**src/rtl/inst_fetch.sv**
```systemverilog
// Instruction fetch stage: fetches from imem over req/ack, hands off to decode over valid/ready,
// and drives the PC register's next value. Optional perf counters under IFETCH_PERF_EN.
module inst_fetch #(
   parameter int unsigned XLEN = 64,
   parameter int unsigned ILEN = 32
) (
   input  logic            clk,
   input  logic            rst,
   input  logic [XLEN-1:0] pc,
   output logic [XLEN-1:0] pc_next,
   output logic            imem_req,
   output logic [XLEN-1:0] imem_addr,
   input  logic            imem_ack,
   input  logic [ILEN-1:0] imem_rdata,
   output logic            inst_valid,
   output logic [ILEN-1:0] inst,
   output logic [XLEN-1:0] inst_pc,
   input  logic            dec_ready,
   input  logic            branch_taken,
   input  logic [XLEN-1:0] branch_target,
   output logic            misalign_err
`ifdef IFETCH_PERF_EN
   ,
   output logic [31:0]     fetch_count,
   output logic [31:0]     stall_count
`endif
);

   typedef enum logic [1:0] {FETCH, VALID, HALT} state_t;

   state_t state;
   logic   target_misaligned;

   assign target_misaligned = (branch_target[1:0] != 2'b00);

   // Holding pc_next at pc stalls the PC register without a separate enable.
   always_comb begin
      imem_req   = 1'b0;
      inst_valid = 1'b0;
      imem_addr  = pc;
      pc_next    = pc;
      if (rst) begin
         pc_next = '0;
      end else begin
         case (state)
            FETCH: imem_req = 1'b1;
            VALID: begin
               inst_valid = 1'b1;
               if (dec_ready) begin
                  if (!branch_taken)
                     pc_next = inst_pc + XLEN'(4);
                  else if (!target_misaligned)
                     pc_next = branch_target;
               end
            end
            default: ;
         endcase
      end
   end

   always_ff @(posedge clk) begin
      if (rst) begin
         state        <= FETCH;
         inst         <= '0;
         inst_pc      <= '0;
         misalign_err <= 1'b0;
      end else begin
         case (state)
            FETCH: begin
               if (imem_ack) begin
                  inst    <= imem_rdata;
                  inst_pc <= pc;
                  state   <= VALID;
               end
            end
            VALID: begin
               if (dec_ready) begin
                  if (branch_taken && target_misaligned) begin
                     misalign_err <= 1'b1;
                     state        <= HALT;
                  end else begin
                     state <= FETCH;
                  end
               end
            end
            HALT:    state <= HALT;
            default: state <= FETCH;
         endcase
      end
   end

`ifdef IFETCH_PERF_EN
   always_ff @(posedge clk) begin
      if (rst) begin
         fetch_count <= '0;
         stall_count <= '0;
      end else begin
         if (inst_valid && dec_ready)
            fetch_count <= fetch_count + 32'd1;
         if ((imem_req && !imem_ack) || (inst_valid && !dec_ready))
            stall_count <= stall_count + 32'd1;
      end
   end
`endif

endmodule
```
**config.mk**
```make
export PLATFORM = sky130hd
export DESIGN_NAME = inst_fetch
export DESIGN_NICKNAME = d
export VERILOG_FILES = /design/src/rtl/inst_fetch.sv
export SDC_FILE = /design/constraint.sdc
export NUM_CORES = 1
export LEC_CHECK = 0
export ABC_AREA = 1
export BUFFER_PORTS_ARGS = -buffer_cell sky130_fd_sc_hd__clkbuf_2
export CAP_MARGIN = 20
export CORE_AREA = 5 5 148 150
export DETAILED_ROUTE_END_ITERATION = 8
export DIE_AREA = 0 0 153 155
export GPL_ROUTABILITY_DRIVEN = 1
export PLACE_DENSITY = 0.72
export SLEW_MARGIN = 20
export SYNTH_ARGS = -nofsm -noshare
export SYNTH_HDL_FRONTEND = slang
export SYNTH_SLANG_ARGS = --single-unit
export TNS_END_PERCENT = 100
```
**constraint.sdc**
```tcl
create_clock -name clk -period 1.7 [get_ports clk]
set_input_delay 0 -clock clk [delete_from_list [all_inputs] [get_ports clk]]
set_output_delay 0 -clock clk [all_outputs]
set_load 0.02 [all_outputs]
```
# After elaboration in Yosys (flattened, before gate mapping)
# Index checks and enable logic that the tools add are counted.
[op_classes]
n_reduce_logical = 6
n_eq_ne = 4
addsub = 1
n_mux = 13
[op_table]
columns = ["cell", "n"]
rows = [
  ["64-bit 2-to-1 mux", 5],
  ["64-bit by 3-bit adder with 64-bit output (second input constant)", 1],
  ["2-bit 2-to-1 mux", 3],
  ["2-bit case mux with 3 select lines", 1],
  ["1-bit 2-to-1 mux", 4],
  ["2-bit != test (second input constant)", 2],
  ["2-bit AND reduction", 2],
  ["3-bit AND reduction", 1],
  ["2-bit by 1-bit == test with 1-bit output (second input constant)", 1],
  ["2-bit == test (second input constant)", 1],
  ["2-bit logical NOT", 1],
  ["2-bit nonzero test", 1],
  ["1-bit logical AND", 1],
]
[word_totals]
out_inout_bits = 227
word_cells = 28
regBits = 99
in_bits = 165

# Longest topological paths before layout
# Gate-level depths: netlist (run 1).
[logic_depth]
depth_word = 6
mapped_depth = 12

# Worst setup path before layout (run 1)
# No wires, ideal clock.
[synth_timing]
path_kind = "flip-flop to output port"
from = "register inst_pc[3]"
to = "output pc_next[34]"
path_stages_with_launch = 11
setup_slack_ns = -0.202
required_ns = 1.700
path_buffers = 0
arrival_time_ns = 1.902
cell_sequence = "dfxtp_1 -> ha_1 -> inv_1 -> nor2_2 -> nand2_2 -> nor2_4 -> nand2_1 -> xor2_1 -> nand2_1 -> o21ai_0 -> a21oi_1"
[synth_between]
elab_chain_len = 5
[synth_rtl]
columns = ["item", "line", "text"]
rows = [
  ["from (decl)", "17", "output logic [XLEN-1:0] inst_pc,"],
  ["from (signal assigned)", "72", "inst_pc <= pc;"],
  ["64-bit by 3-bit adder with 64-bit output", "51", "pc_next = inst_pc + XLEN'(4);"],
  ["64-bit 2-to-1 mux", "50", "if (!branch_taken)"],
  ["64-bit 2-to-1 mux", "49", "if (dec_ready) begin"],
  ["64-bit 2-to-1 mux", "45", "case (state)"],
  ["64-bit 2-to-1 mux", "42", "if (rst) begin"],
  ["to (decl)", "10", "output logic [XLEN-1:0] pc_next,"],
]
# No other way between the ends.

# Final worst setup path (run 1)
[layout_timing]
from = "register inst_pc[10]"
to = "output pc_next[47]"
# The elaborated chain is that of the path after synthesis.

==> results of run 1 <==
==> sequential cells by signal (all words and copies together), names as in the netlist <==
signal / cells
state: 2
misalign_err: 1
inst_pc: 64
inst: 32
==> cell usage after synthesis (all sizes together) <==
cell / instances / area (µm²)
o21ai: 198 / 991
or2: 4 / 25.0
inv: 73 / 274
o21bai: 7 / 52.6
nor3b: 1 / 7.51
buf: 86 / 586
ha: 1 / 12.5
o22ai: 5 / 31.3
nand2: 263 / 997
nand3: 38 / 190
o2111ai: 1 / 8.76
nand3b: 2 / 15.0
nor2: 286 / 1130
o221a: 20 / 225
a32oi: 2 / 17.5
dfxtp: 99 / 1980
xor2: 9 / 78.8
nor4: 1 / 6.26
xnor2: 2 / 17.5
clkbuf: 42 / 158
a21oi: 105 / 526
nor3: 8 / 45.0
nand4: 16 / 115
==> power groups by stage <==
stage               registers (mW)  clock network (mW)  logic, mW
floorplan                     3.01                   0       1.15
global placement              2.74                   0       2.52
detailed placement            2.74                   0       2.55
CTS                           2.73                2.15       2.96
global route                  2.79                2.24       3.41
finish                        2.77                2.16       3.21
==> cell type report <==
cell class / count / area [µm²] / area share
multi-input combinational: 969 / 5830 / 0.419
timing repair buffer: 690 / 5050 / 0.362
sequential: 99 / 2130 / 0.153
tap: 275 / 344 / 0.0247
inverter: 73 / 290 / 0.0208
clock buffer: 10 / 239 / 0.0171
clock inverter: 6 / 52.6 / 0.00377
antenna: 1 / 2.50 / 0.000180
==> critical path, stage by stage, from the launching register on <==
cell and delay, ns:
dfxtp_4 0.38, nand2_2 0.11, nor2_2 0.13, buf_4 0.16
nand3_1 0.14, buf_4 0.20, o21bai_1 0.19, nand2_1 0.12
nand2_1 0.09, nand2_1 0.06, a21oi_1 0.15, buf_4 0.20
==> routing by layer <==
metal  global-route usage  wire [µm]
met5                    0          0
met4                0.151       2760
met3               0.0687       4070
met2                0.534      20100
met1                0.374      15900
==> logic make-up after synthesis <==
group | after synthesis | share of synthesized area
AO/OA/AOI/OAI | 338 | 0.247
adder cells (fa/ha/maj) | 1 | 0.00167
XOR/XNOR | 11 | 0.0129
flip-flops | 99 | 0.264
buffers and inverters | 201 | 0.136
AND/OR/NAND/NOR | 619 | 0.338
==> timing repair <==
item                                   4_1_cts  5_1_grt
pin swaps                                   60      109
hold buffers                                86        0
gates resized for setup                    344      289
buffers inserted                            19       20
endpoints found under the hold margin       86        0
gates cloned                                 4        0
setup endpoints to repair                   64       64
==> worst max-delay path by stage <==
stage                            from           to  slack [ns]  cells after the start
after floorplan            inst_pc[3]  pc_next[34]       -0.02                     10
after global placement     inst_pc[2]  pc_next[52]       -0.16                     11
after detailed placement   inst_pc[2]  pc_next[52]       -0.18                     11
after CTS                  inst_pc[3]  pc_next[35]       -0.39                     10
after global routing      inst_pc[10]  pc_next[47]       -0.63                     11
final                     inst_pc[10]  pc_next[47]       -0.59                     11
==> stage by stage <==
stage	TNS, ns	worst slack (ns)
5_1_grt	-27.07	-0.633
3_3_place_gp	-3.17	-0.156
4_1_cts	-17.83	-0.390
6_report	-21.86	-0.594
2_1_floorplan	-0.0218	-0.0218
3_5_place_dp	-4.17	-0.182
==> flow_summary.json, run 1 <==
{
  "fp.dieW_um": 153,
  "ys_types": 32,
  "crit_arrival_ns": 2.29,
  "vdd_drop_max_uv": 484,
  "postPlaceCellArea_um2": 10500,
  "worstPathRequired_ns": 1.70,
  "critPathKind": "reg2out",
  "syn_area_per_cell_um2": 5.91,
  "worstMarginPinSlew_ns": 0.605,
  "gp_congestion": 0.939,
  "critPathLaunchType": "register",
  "r2r_setup_slack_ns": -0.06,
  "status": "finished, violations left",
  "drtAntennaViolNets": 0,
  "p_total_mw": 8.14,
  "clk_pin_slew_ns": 0.09,
  "boundaryPins": 392,
  "min_period_over_period": 1.35,
  "drv_slew": 0,
  "syn_inst": 1269,
  "period_needed_ns": 2.29,
  "portBuffers": 391,
  "dr_total_vias": 11666,
  "design_area_um2": 13900,
  "grt-ovfl-total": 0,
  "clockBufferDepth": 2,
  "coreArea_um2": 20600,
  "nets": 2008,
  "clock_latency_ns": 0.36,
  "hold_class": "in2reg",
  "end_kind": "primary output",
  "post-dp-hpwl_um": 28600,
  "timing.final.ws_setup_ns": -0.594,
  "utilization": 0.678,
  "p_leak_nw": 6.58,
  "p_sw_frac": 0.395,
  "final_common_cell": "clkbuf_2",
  "violations": "negative setup slack",
  "n_fill_cell": 1641,
  "viasPerCell": 5.50,
  "finalNonFillerCells": 2123,
  "min_delay_path_depth": 3,
  "cap_viol_max_count": 0,
  "hold_path_end": "inst_pc[56]",
  "wl_per_cell_um": 20.2,
  "clkPwrFrac": 0.266,
  "antenna_found_initial": 1,
  "ys_seq_elements": 99,
  "power_frac_seq": 0.340,
  "detailedRoute.firstPassIterationCount": 6,
  "rows": 53,
  "setup_violations": 65,
  "power_density_nw_per_um2": 584,
  "timing.hold.ws_ns": 0.00497,
  "cts_max_level": 3,
  "routed_wl_um": 42800,
  "fmax_mhz": 436,
  "final_layout_size_suffix_gt1_frac": 0.534,
  "yosysWarnings": 0,
  "grt_setup_unrepaired": "true",
  "slew_headroom": 0.597,
  "final_cell_mix": "327 x clkbuf_2, 201 x buf_4, 192 x nor2_1",
  "cts_root_buf": "clkbuf_16",
  "r2r-start": "state[0]",
  "syn_nets": 1435,
  "syn_to_final_growth_pct": 86.0,
  "worstHoldStart": "pc[56]",
  "first_global_vias": 10972,
  "drc_errors": 0,
  "cts_tree": "built",
  "r2r_end": "inst_pc[16]",
  "p_int_mw": 4.93,
  "die_area_um2": 23700,
  "grt_pass1_wl_um": 59700,
  "cts-buffers-inserted": 9,
  "switchingPower_mw": 3.21,
  "fin_skew_ns": 0.0113,
  "p_comb_frac": 0.394,
  "cts_sinks": 99,
  "grt_max_degree": 56,
  "die_h_um": 155,
  "syn_area_um2": 7490,
  "hold_viol": 0,
  "synth-seq-area-share": 0.264,
  "start_util": 0.365,
  "cp_max_fo": 4,
  "drt_iter0_markers": 1091,
  "dp.cells": 1979,
  "grtUsageTotal": 0.313,
  "r2r_cells": 7
}
Power figures use the tool's default switching activity.
==> run 2, diff against run 1 <==
ABC_AREA = default   (was 1)
CORE_AREA = 5 5 149 151   (was 5 5 148 150)
DIE_AREA = 0 0 154 156   (was 0 0 153 155)
PLACE_DENSITY = 0.65   (was 0.72)
REMOVE_ABC_BUFFERS = 1   (was default)
==> run 2 against run 1 <==
  * The flow still finishes with violations (negative setup slack)
  * Sequential cell count unchanged
  * Maximum frequency is 6.5% lower
  * Sequential power down 7.2%
  * Largest power group is now registers
  * Cell area fell by 17%
  * Clock skew about the same
  * Die area increased by 1.3%
==> flow_summary.json, run 2 <==
{
  "p_leak_nw": 5.30,
  "synth.area.top_cells": "dfxtp_1 31%, nand2_1 13%, a21oi_1 9.0%",
  "grt-ovfl-total": 0,
  "cpPeakStageDelay_ns": 0.33,
  "portBuffers": 391,
  "routed_wl_um": 30700,
  "detailedRoute.firstPassIterationCount": 5,
  "antenna_found_initial": 0,
  "drt-met1-wl_um": 11500,
  "synth-seq-area-share": 0.314,
  "finalNonFillerCells": 1682,
  "setup_violations": 63,
  "ys_seq_elements": 99,
  "clkPwrFrac": 0.300,
  "drt_iter0_markers": 445,
  "fin_skew_ns": 0.0110,
  "switchingPower_mw": 2.53,
  "final_cell_mix": "326 x clkbuf_2, 205 x nand2_1, 168 x buf_4",
  "violations": "negative setup slack",
  "final_layout_size_suffix_gt1_frac": 0.497,
  "die_area_um2": 24000,
  "largestRegisters": "inst_pc x64, inst x32, state x2",
  "synth_top_area_frac": 0.314,
  "final_common_cell": "clkbuf_2",
  "yosysWarnings": 0,
  "syn_inst": 863,
  "syn_area_um2": 6300,
  "power_density_nw_per_um2": 623,
  "hold_viol": 0,
  "viasPerCell": 5.12,
  "first_global_vias": 8593,
  "cts-buffers-inserted": 9,
  "fp.dieW_um": 154,
  "gp_congestion": 0.835,
  "regMostFlops": "inst_pc",
  "ys_top_cells_by_count": "212 x nand2_1, 114 x a21oi_1, 99 x dfxtp_1",
  "min_period_over_period": 1.44,
  "grt_pass1_wl_um": 45400,
  "start_util": 0.305,
  "worstMarginPinSlew_ns": 0.846,
  "power_frac_seq": 0.354,
  "hold_class": "in2reg",
  "timing.hold.ws_ns": 0.0807,
  "ys_async_sr_fraction": 0,
  "drv_slew": 0,
  "cap_viol_max_count": 0,
  "end_kind": "primary output",
  "critPathKind": "reg2out",
  "critical_path.slowest_cell": "dfxtp_2",
  "grt_max_degree": 61,
  "cts_root_buf": "clkbuf_16",
  "wl_met3_um": 2770,
  "synth_edf_count": 0,
  "fmax_mhz": 408,
  "rows": 53,
  "clock_latency_ns": 0.35,
  "grtUsageTotal": 0.232,
  "crit_arrival_ns": 2.45,
  "grt_setup_unrepaired": "true",
  "cts_sinks": 99,
  "largest_reg_flops": 64,
  "synth_area_leader_cell": "dfxtp_1",
  "coreArea_um2": 20700,
  "post-dp-hpwl_um": 20000,
  "cts_tree": "built",
  "syn_to_final_growth_pct": 84.3,
  "period_needed_ns": 2.45,
  "dp.cells": 1529,
  "r2r-start": "state[0]",
  "clockBufferDepth": 2,
  "clk_pin_slew_ns": 0.08,
  "cp_max_fo": 9,
  "timing.final.ws_setup_ns": -0.753,
  "synthFlopType": "dfxtp_1",
  "drc_errors": 0,
  "ys_types": 42,
  "highest_layer": "met4",
  "worstHoldStart": "imem_ack",
  "p_sw_frac": 0.349,
  "crit_chain": "and4_4 > nand4_1 > buf_6 > buf_12 > nor4_4 > buf_12 > nand4_1 > xor2_1 > a211oi_2 > buf_4",
  "critPathLaunchType": "register",
  "wl_per_cell_um": 18.2,
  "nets": 1567,
  "boundaryPins": 392,
  "synth.most_common_cell": "nand2_1",
  "route.met2.wl_um": 15700,
  "die_h_um": 156,
  "dr_total_vias": 8607,
  "drtAntennaViolNets": 0,
  "cts_max_level": 3,
  "worstPathRequired_ns": 1.70,
  "vdd_drop_max_uv": 648,
  "status": "finished, violations left",
  "startpoint": "inst_pc[32]",
  "syn_area_per_cell_um2": 7.31,
  "p_int_mw": 4.72,
  "p_comb_frac": 0.346,
  "slew_headroom": 0.436
}
## run 2: worst max-delay path, delay by kind of cell, from the launching register on
kind,cells,cell delay (ns)
compound gates,1,0.23
simple gates,4,0.76
flops,1,0.33
xor+xnor,1,0.17
buf+inv,4,0.61
## run 2: cells by family after synthesis
group / count (synthesis) / share of synthesized area
buf+inv: 129 / 0.117
xor+xnor: 59 / 0.0820
compound gates: 241 / 0.235
flops: 99 / 0.314
fa+ha+maj: 1 / 0.00198
simple gates: 334 / 0.250
## run 2: final timing paths
kind	to	slack, ns	depth (start not counted)
setup reg to reg	inst[1]	0.18	6
setup / recovery	pc_next[62]	-0.75	10
hold / removal	state[0]	0.08	3
hold reg to reg	inst[8]	0.46	2
## run 2: power by group through the flow
stage / registers, mW / clock network, mW / logic, mW
floorplan: 2.84 / 0 / 0.649
global placement: 2.60 / 0 / 2.04
detailed placement: 2.60 / 0 / 2.05
CTS: 2.56 / 2.25 / 2.38
global route: 2.59 / 2.33 / 2.66
finish: 2.57 / 2.17 / 2.51
## run 2: layer usage
| metal | vias up | global-route usage |
|---|---|---|
| li1 | 4061 | - |
| met3 | 54 | 0.0619 |
| met2 | 462 | 0.415 |
| met4 | 0 | 0.0858 |
| met1 | 4030 | 0.264 |
| met5 | - | 0 |
## run 2: area by class of cell
| cell class | count | area, µm² |
|---|---|---|
| multi-input cells | 635 | 4140 |
| clock buffers | 9 | 225 |
| fillers | 1813 | 9070 |
| flip-flops and latches | 99 | 2000 |
| well taps | 275 | 344 |
| inverters | 1 | 3.75 |
| clock inverters | 7 | 81.3 |
| diodes | 1 | 2.50 |
| repair buffers | 655 | 4820 |
## run 2: repair_timing
item	in CTS	in global routing
pin swaps	58	33
resized for setup	165	134
gates cloned	6	3
endpoints found under the setup margin	64	64
hold buffers	97	0
buffers inserted	22	16
hold endpoints to repair	97	0
## run 2: through the flow
| step | total power, mW | utilization | cell area (µm²) | setup slack (ns) | TNS (ns) |
|---|---|---|---|---|---|
| 3_3_place_gp | 4.63 | 0.438 | 9050 | -0.526 | -16.17 |
| 6_report | 7.25 | 0.562 | 11600 | -0.753 | -33.86 |
| 5_1_grt | 7.58 | 0.562 | 11600 | -0.877 | -41.43 |
| 2_1_floorplan | 3.49 | - | 5570 | -2.05 | -314.21 |
| 3_5_place_dp | 4.65 | 0.438 | 9050 | -0.582 | -18.12 |
| 4_1_cts | 7.19 | 0.542 | 11200 | -0.819 | -35.26 |
